### src/rtl/relu_pkg.sv
// Shared constants for the relu job controller: FSM encoding, default widths
// and the relu datapath latency that sizes the in-flight valid pipe.
package relu_pkg;

  localparam logic [1:0] ST_IDLE  = 2'd0;
  localparam logic [1:0] ST_RUN   = 2'd1;
  localparam logic [1:0] ST_DRAIN = 2'd2;
  localparam logic [1:0] ST_DONE  = 2'd3;

  localparam int NUM_WIDTH_DEF = 16;
  localparam int CNT_WIDTH_DEF = 16;
  localparam int RELU_LAT      = 2;

  // Number of words currently inside the relu datapath (0..RELU_LAT).
  function automatic logic [1:0] pipe_count(input logic [RELU_LAT-1:0] v);
    logic [1:0] n;
    n = '0;
    for (int i = 0; i < RELU_LAT; i++) n = n + {1'b0, v[i]};
    return n;
  endfunction

endpackage

### src/rtl/relu.sv
// Two-cycle rectifier datapath: register the input, then register either the
// word itself (bypass or non-negative) or zero. No stall, no reset.
module relu
  import relu_pkg::*;
#(
  parameter int NUM_WIDTH = NUM_WIDTH_DEF
) (
  input  logic                 clk,
  input  logic                 bypass_i,
  input  logic [NUM_WIDTH-1:0] data_i,
  output logic [NUM_WIDTH-1:0] data_o
);

  logic [NUM_WIDTH-1:0] in_q;
  logic [NUM_WIDTH-1:0] out_q;

  always_ff @(posedge clk) begin
    in_q  <= data_i;
    out_q <= (bypass_i || !in_q[NUM_WIDTH-1]) ? in_q : '0;
  end

  assign data_o = out_q;

endmodule

### src/rtl/relu_fifo.sv
// Synchronous FIFO holding {last, data} words between the relu datapath and
// the downstream consumer. DEPTH must be a power of two.
module relu_fifo
  import relu_pkg::*;
#(
  parameter int WIDTH = NUM_WIDTH_DEF + 1,
  parameter int DEPTH = 4
) (
  input  logic                     clk,
  input  logic                     rst_n,
  input  logic                     push_i,
  input  logic [WIDTH-1:0]         data_i,
  input  logic                     pop_i,
  output logic [WIDTH-1:0]         data_o,
  output logic                     empty_o,
  output logic                     full_o,
  output logic [$clog2(DEPTH):0]   count_o
);

  localparam int AW = $clog2(DEPTH);

  logic [WIDTH-1:0] mem_q [DEPTH];
  logic [AW-1:0]    wr_q, rd_q;
  logic [AW:0]      cnt_q;

  always_ff @(posedge clk) begin
    if (push_i) mem_q[wr_q] <= data_i;
  end

  always_ff @(posedge clk) begin
    if (!rst_n) begin
      wr_q  <= '0;
      rd_q  <= '0;
      cnt_q <= '0;
    end else begin
      if (push_i) wr_q <= wr_q + 1'b1;
      if (pop_i)  rd_q <= rd_q + 1'b1;
      case ({push_i, pop_i})
        2'b10:   cnt_q <= cnt_q + 1'b1;
        2'b01:   cnt_q <= cnt_q - 1'b1;
        default: cnt_q <= cnt_q;
      endcase
    end
  end

  assign data_o  = mem_q[rd_q];
  assign empty_o = (cnt_q == '0);
  assign full_o  = (cnt_q == (AW+1)'(DEPTH));
  assign count_o = cnt_q;

  // The controller's credit check must make this impossible.
  a_no_overflow : assert property (@(posedge clk) disable iff (!rst_n) !(push_i && full_o));
  a_no_underflow : assert property (@(posedge clk) disable iff (!rst_n) !(pop_i && empty_o));

endmodule

### src/rtl/relu_ctrl.sv
// Job controller streaming count words through relu into a credit-protected
// output FIFO. Define RELU_CTRL_STATS_EN to count words zeroed per job.
//
// state    | meaning
// ---------+------------------------------------------------------------
// ST_IDLE  | waiting for a job descriptor, cfg_ready high
// ST_RUN   | accepting upstream words while remaining != 0
// ST_DRAIN | all words accepted, waiting for relu and FIFO to empty
// ST_DONE  | one-cycle completion pulse
module relu_ctrl
  import relu_pkg::*;
#(
  parameter int NUM_WIDTH  = NUM_WIDTH_DEF,
  parameter int CNT_WIDTH  = CNT_WIDTH_DEF,
  parameter int FIFO_DEPTH = 4
) (
  input  logic                 clk,
  input  logic                 rst_n,
  input  logic                 cfg_valid,
  output logic                 cfg_ready,
  input  logic                 cfg_bypass,
  input  logic [CNT_WIDTH-1:0] cfg_count,
  input  logic                 up_valid,
  output logic                 up_ready,
  input  logic [NUM_WIDTH-1:0] up_data,
  output logic                 dn_valid,
  input  logic                 dn_ready,
  output logic [NUM_WIDTH-1:0] dn_data,
  output logic                 dn_last,
  output logic                 busy,
  output logic                 done,
  output logic [CNT_WIDTH-1:0] stat_zeroed
);

  localparam int OCC_W = $clog2(FIFO_DEPTH) + 1;
  localparam logic [OCC_W:0] DEPTH_C = (OCC_W+1)'(FIFO_DEPTH);

  logic [1:0]           state_q, state_d;
  logic                 bypass_q, bypass_d;
  logic [CNT_WIDTH-1:0] remaining_q, remaining_d;
  logic                 last_popped_q, last_popped_d;
  logic [RELU_LAT-1:0]  vp_q, lp_q;

  logic                 accept, xfer, push, pop;
  logic                 fifo_empty, fifo_full, head_last;
  logic [NUM_WIDTH-1:0] relu_out, head_data;
  logic [OCC_W-1:0]     occ;
  logic [1:0]           inflight;
  logic [OCC_W:0]       credit_used;

  assign accept      = (state_q == ST_IDLE) && cfg_valid;
  assign inflight    = pipe_count(vp_q);
  assign credit_used = {1'b0, occ} + {{(OCC_W-1){1'b0}}, inflight};
  assign up_ready    = (state_q == ST_RUN) && (remaining_q != '0) &&
                       (credit_used < DEPTH_C) && !fifo_full;
  assign xfer        = up_valid && up_ready;
  assign push        = vp_q[RELU_LAT-1];
  assign dn_valid    = !fifo_empty;
  assign pop         = dn_valid && dn_ready;
  // FIFO storage is not reset, so mask the head while empty.
  assign dn_data     = dn_valid ? head_data : '0;
  assign dn_last     = dn_valid && head_last;
  assign cfg_ready   = (state_q == ST_IDLE);
  assign busy        = (state_q != ST_IDLE);
  assign done        = (state_q == ST_DONE);

  always_comb begin
    state_d       = state_q;
    bypass_d      = bypass_q;
    remaining_d   = remaining_q;
    last_popped_d = last_popped_q || (pop && head_last);
    case (state_q)
      ST_IDLE: begin
        if (cfg_valid) begin
          bypass_d      = cfg_bypass;
          remaining_d   = cfg_count;
          last_popped_d = 1'b0;
          state_d       = (cfg_count == '0) ? ST_DONE : ST_RUN;
        end
      end
      ST_RUN: begin
        if (xfer) remaining_d = remaining_q - 1'b1;
        if (remaining_d == '0) state_d = ST_DRAIN;
      end
      ST_DRAIN: begin
        if ((vp_q == '0) && fifo_empty && last_popped_q) state_d = ST_DONE;
      end
      default: state_d = ST_IDLE;
    endcase
  end

  always_ff @(posedge clk) begin
    if (!rst_n) begin
      state_q       <= ST_IDLE;
      bypass_q      <= 1'b0;
      remaining_q   <= '0;
      last_popped_q <= 1'b0;
      vp_q          <= '0;
      lp_q          <= '0;
    end else begin
      state_q       <= state_d;
      bypass_q      <= bypass_d;
      remaining_q   <= remaining_d;
      last_popped_q <= last_popped_d;
      vp_q          <= {vp_q[RELU_LAT-2:0], xfer};
      lp_q          <= {lp_q[RELU_LAT-2:0], xfer && (remaining_q == CNT_WIDTH'(1))};
    end
  end

  relu #(.NUM_WIDTH(NUM_WIDTH)) u_relu (
    .clk      (clk),
    .bypass_i (bypass_q),
    .data_i   (up_data),
    .data_o   (relu_out)
  );

  relu_fifo #(.WIDTH(NUM_WIDTH + 1), .DEPTH(FIFO_DEPTH)) u_fifo (
    .clk     (clk),
    .rst_n   (rst_n),
    .push_i  (push),
    .data_i  ({lp_q[RELU_LAT-1], relu_out}),
    .pop_i   (pop),
    .data_o  ({head_last, head_data}),
    .empty_o (fifo_empty),
    .full_o  (fifo_full),
    .count_o (occ)
  );

`ifdef RELU_CTRL_STATS_EN
  logic [RELU_LAT-1:0]  sp_q;
  logic [CNT_WIDTH-1:0] stat_q;

  always_ff @(posedge clk) begin
    if (!rst_n) begin
      sp_q   <= '0;
      stat_q <= '0;
    end else begin
      sp_q <= {sp_q[RELU_LAT-2:0], up_data[NUM_WIDTH-1]};
      if (accept)
        stat_q <= '0;
      else if (push && !bypass_q && sp_q[RELU_LAT-1] && (stat_q != '1))
        stat_q <= stat_q + 1'b1;
    end
  end

  assign stat_zeroed = stat_q;
`else
  assign stat_zeroed = '0;
`endif

endmodule

### config.mk
export PLATFORM = sky130hd
export DESIGN_NAME = relu_ctrl
export DESIGN_NICKNAME = d
export VERILOG_FILES = /design/src/rtl/relu_pkg.sv /design/src/rtl/relu.sv /design/src/rtl/relu_fifo.sv /design/src/rtl/relu_ctrl.sv
export SDC_FILE = /design/constraint.sdc
export NUM_CORES = 1
export LEC_CHECK = 0
export ABC_AREA = 1
export ABC_CLOCK_PERIOD_IN_PS = 2190
export BUFFER_PORTS_ARGS = -buffer_cell sky130_fd_sc_hd__buf_4
export CORE_MARGIN = 3
export CORE_UTILIZATION = 48
export CTS_CLUSTER_SIZE = 10
export DETAILED_ROUTE_END_ITERATION = 8
export GPL_TIMING_DRIVEN = 0
export PLACE_DENSITY_LB_ADDON = 0.12
export SYNTH_ARGS = -nofsm -noshare
export SYNTH_HDL_FRONTEND = slang
export SYNTH_SLANG_ARGS = --single-unit
### constraint.sdc
create_clock -name clk -period 2.19 [get_ports clk]
set_input_delay 0.219 -clock clk [delete_from_list [all_inputs] [get_ports clk]]
set_output_delay 0.219 -clock clk [all_outputs]
set_load 0.005 [all_outputs]
==> flow_summary.toml <==
[clock_tree]
numCtsBuffers = 17
clockBufferDepth = 2
htree_num_levels = 4
clockRootBuffer = "clkbuf_16"
clkSlewWorstSetupHoldPaths_ns = 0.06
cts_tree = "yes"
cts.sinks = 133
clock_latency_ns = 0.41

[yosys]
syn_inst = 656
syn_avg_cell_area_um2 = 8.86
synth_cell_types = 32
ys_warn_count = 0
syn_area_um2 = 5810
ys_seq_elements = 133
ys_seq_area_frac = 0.575

[die]
rows = 39
start_util = 0.500
die_area_um2 = 13500
die_x_um = 116
die_h_um = 116
ios = 76
core-area_um2 = 11600

[routing]
first_pass_iters = 5
wl_um = 13500
viasPerCell = 5.03
wl_per_cell_um = 14.5
drt_iter0_markers = 349
num_vias = 4692
drc = 0
antenna_left = 0

[cells_and_area]
drive_gt1_frac = 0.245
fin_nets = 828
layout.cells.non_filler = 932
area_growth_pct = 30.2
antennaDiodeCount = 0
post-route-util = 0.651

[sta]
grt_setup_unrepaired = "yes"
final_hold_viol_count = 0
drv_slew = 0
period_share = 0.989
setup_viol = 0
worst_slew_pin_slew_ns = 0.791
finalWorstSetupSlack_ns = 0.0242
clock_skew_ns = 0.00676
slew_headroom = 0.472
period_needed_ns = 2.17
fmax_mhz = 462

[setup_path]
cp-end-kind = "flip-flop"
crit_arrival_ns = 2.46
critPathMaxFanout = 6
cp-start-kind = "flip-flop"
criticalPathCategory = "reg -> reg"
critPathRequiredTime_ns = 2.49
ff2ff_path_depth = 17

[status]
status = "completed"

[power_and_ir_drop]
ir_drop_mv = 0.658
total_power_mw = 10.1
p_leak_nw = 3.31
powerDensity_nw_per_um2 = 1330

[job]
max_cap_violations = 0

[placed_design]
detailed_place_hpwl_um = 8860
dp_slack_ns = -0.171
dp.cells = 873
io_buffer_count = 59
gp_congestion = 0.935

[hold_path]
hp-class = "in -> reg"
hold_path_depth = 3

[grt]
grt_pass1_wl_um = 21300
grt_overflow = 0
grt_usage = 0.207
grt_start_max_net_pins = 18
antenna_found_initial = 0
first_global_vias = 4435
[final timing paths]
kind | startpoint | slack, ns | end
worst max-delay path | remaining_q[8] | 0.02 | state_q[0]
worst min-delay path | cfg_bypass | 0.07 | bypass_q
worst max register to register | remaining_q[8] | 0.02 | state_q[0]
worst min register to register | u_relu.in_q[1] | 0.41 | u_relu.data_o[1]
[cell type report]
type	count	area, µm²
Fill cell	964	4050
Sequential cell	133	3360
Multi-Input combinational cell	443	2250
Timing Repair Buffer	88	733
Clock buffer	25	465
Buffer	38	258
Inverter	55	214
Tap cell	143	179
Clock inverter	7	108
[registers in the layout, indices dropped and copies added, names as in the netlist, named ones only]
name and flops:
lp_q 2, u_fifo.wr_q 2, u_fifo.rd_q 2, state_q 2
u_relu.in_q 16, u_fifo.count_o 3, u_relu.data_o 16, vp_q 2
remaining_q 16, last_popped_q 1, u_fifo.mem_q 68, bypass_q 1
[synth_stat cells, drive strengths merged]
cell | number | share of area
conb | 1 | 0.00065
nand3b | 8 | 0.010
a32o | 1 | 0.0017
nor2 | 152 | 0.10
clkbuf | 18 | 0.012
nand4 | 3 | 0.0032
nor4 | 4 | 0.0043
buf | 22 | 0.028
inv | 53 | 0.034
nor3 | 2 | 0.0026
dfxtp | 65 | 0.22
nand2 | 119 | 0.079
xor2 | 2 | 0.0030
edfxtp | 68 | 0.35
clkinv | 2 | 0.0013
a21oi | 48 | 0.041
ha | 13 | 0.028
o21ai | 63 | 0.054
a221oi | 2 | 0.0030
fa | 1 | 0.0034
nand3 | 5 | 0.0065
xnor2 | 4 | 0.0060
[where the power goes]
part           leakage, nW  internal, mW  switching, mW
combinational         1.87          1.67           2.45
clock                0.278          1.81          0.943
sequential            1.15          2.90          0.290
[worst max-delay path: stages (launching register included)]
cell and delay (ns):
dfxtp_1 0.37, nor2_2 0.15, nand2_1 0.12, nor2_4 0.17, nand2_2 0.10, nand3_4 0.16, inv_4 0.07, buf_8 0.14
nand2_2 0.06, nand2_2 0.09, nor2_4 0.12, nand2_2 0.07, nor2_4 0.10, nand2_2 0.07, nand2_4 0.08, nand3_2 0.06
nand2_1 0.07, nor2_1 0.04
[per-layer routing]
layer	track usage	routed length, µm	up-vias
met3	0.0454	600	27
met5	0	0	-
met4	0.0835	274	0
li1	-	-	2349
met1	0.249	5720	2183
met2	0.360	6950	133
[cell usage in the layout (no fill, tap or decap), drive strengths merged, types with 8 or more instances in the layout]
master	count
nand3b	8
dfxtp	65
a21oi	48
nor2	152
inv	54
clkbuf	41
nand2	119
dlygate4sd3	16
ha	13
o21ai	63
edfxtp	68
buf	94
conb	16
[stage by stage]
step | hold slack (ns) | instance area [µm²] | TNS, ns
after floorplan | 0.247 | 5870 | 0
after global placement | 0.323 | 6490 | -0.880
after detailed placement | 0.325 | 6490 | -1.36
after CTS | 0.0550 | 7290 | 0
after global routing | 0.0856 | 7560 | -0.262
final | 0.0712 | 7560 | 0
[cell families after synthesis]
family / Yosys count / synth area share
xor+xnor: 6 / 0.00905
other cells: 1 / 0.000646
simple gates: 293 / 0.208
flops: 133 / 0.575
buf+inv: 95 / 0.0754
compound gates: 114 / 0.100
fa+ha+maj: 14 / 0.0314
[what timing repair did]
item,CTS,global route
hold buffers,16,0
endpoints found under the hold margin,16,0
endpoints found under the setup margin,37,37
cloned,0,3
resized for setup,22,68
setup buffers,4,6
pin swaps,3,24
(Power assumes the default switching activity.)
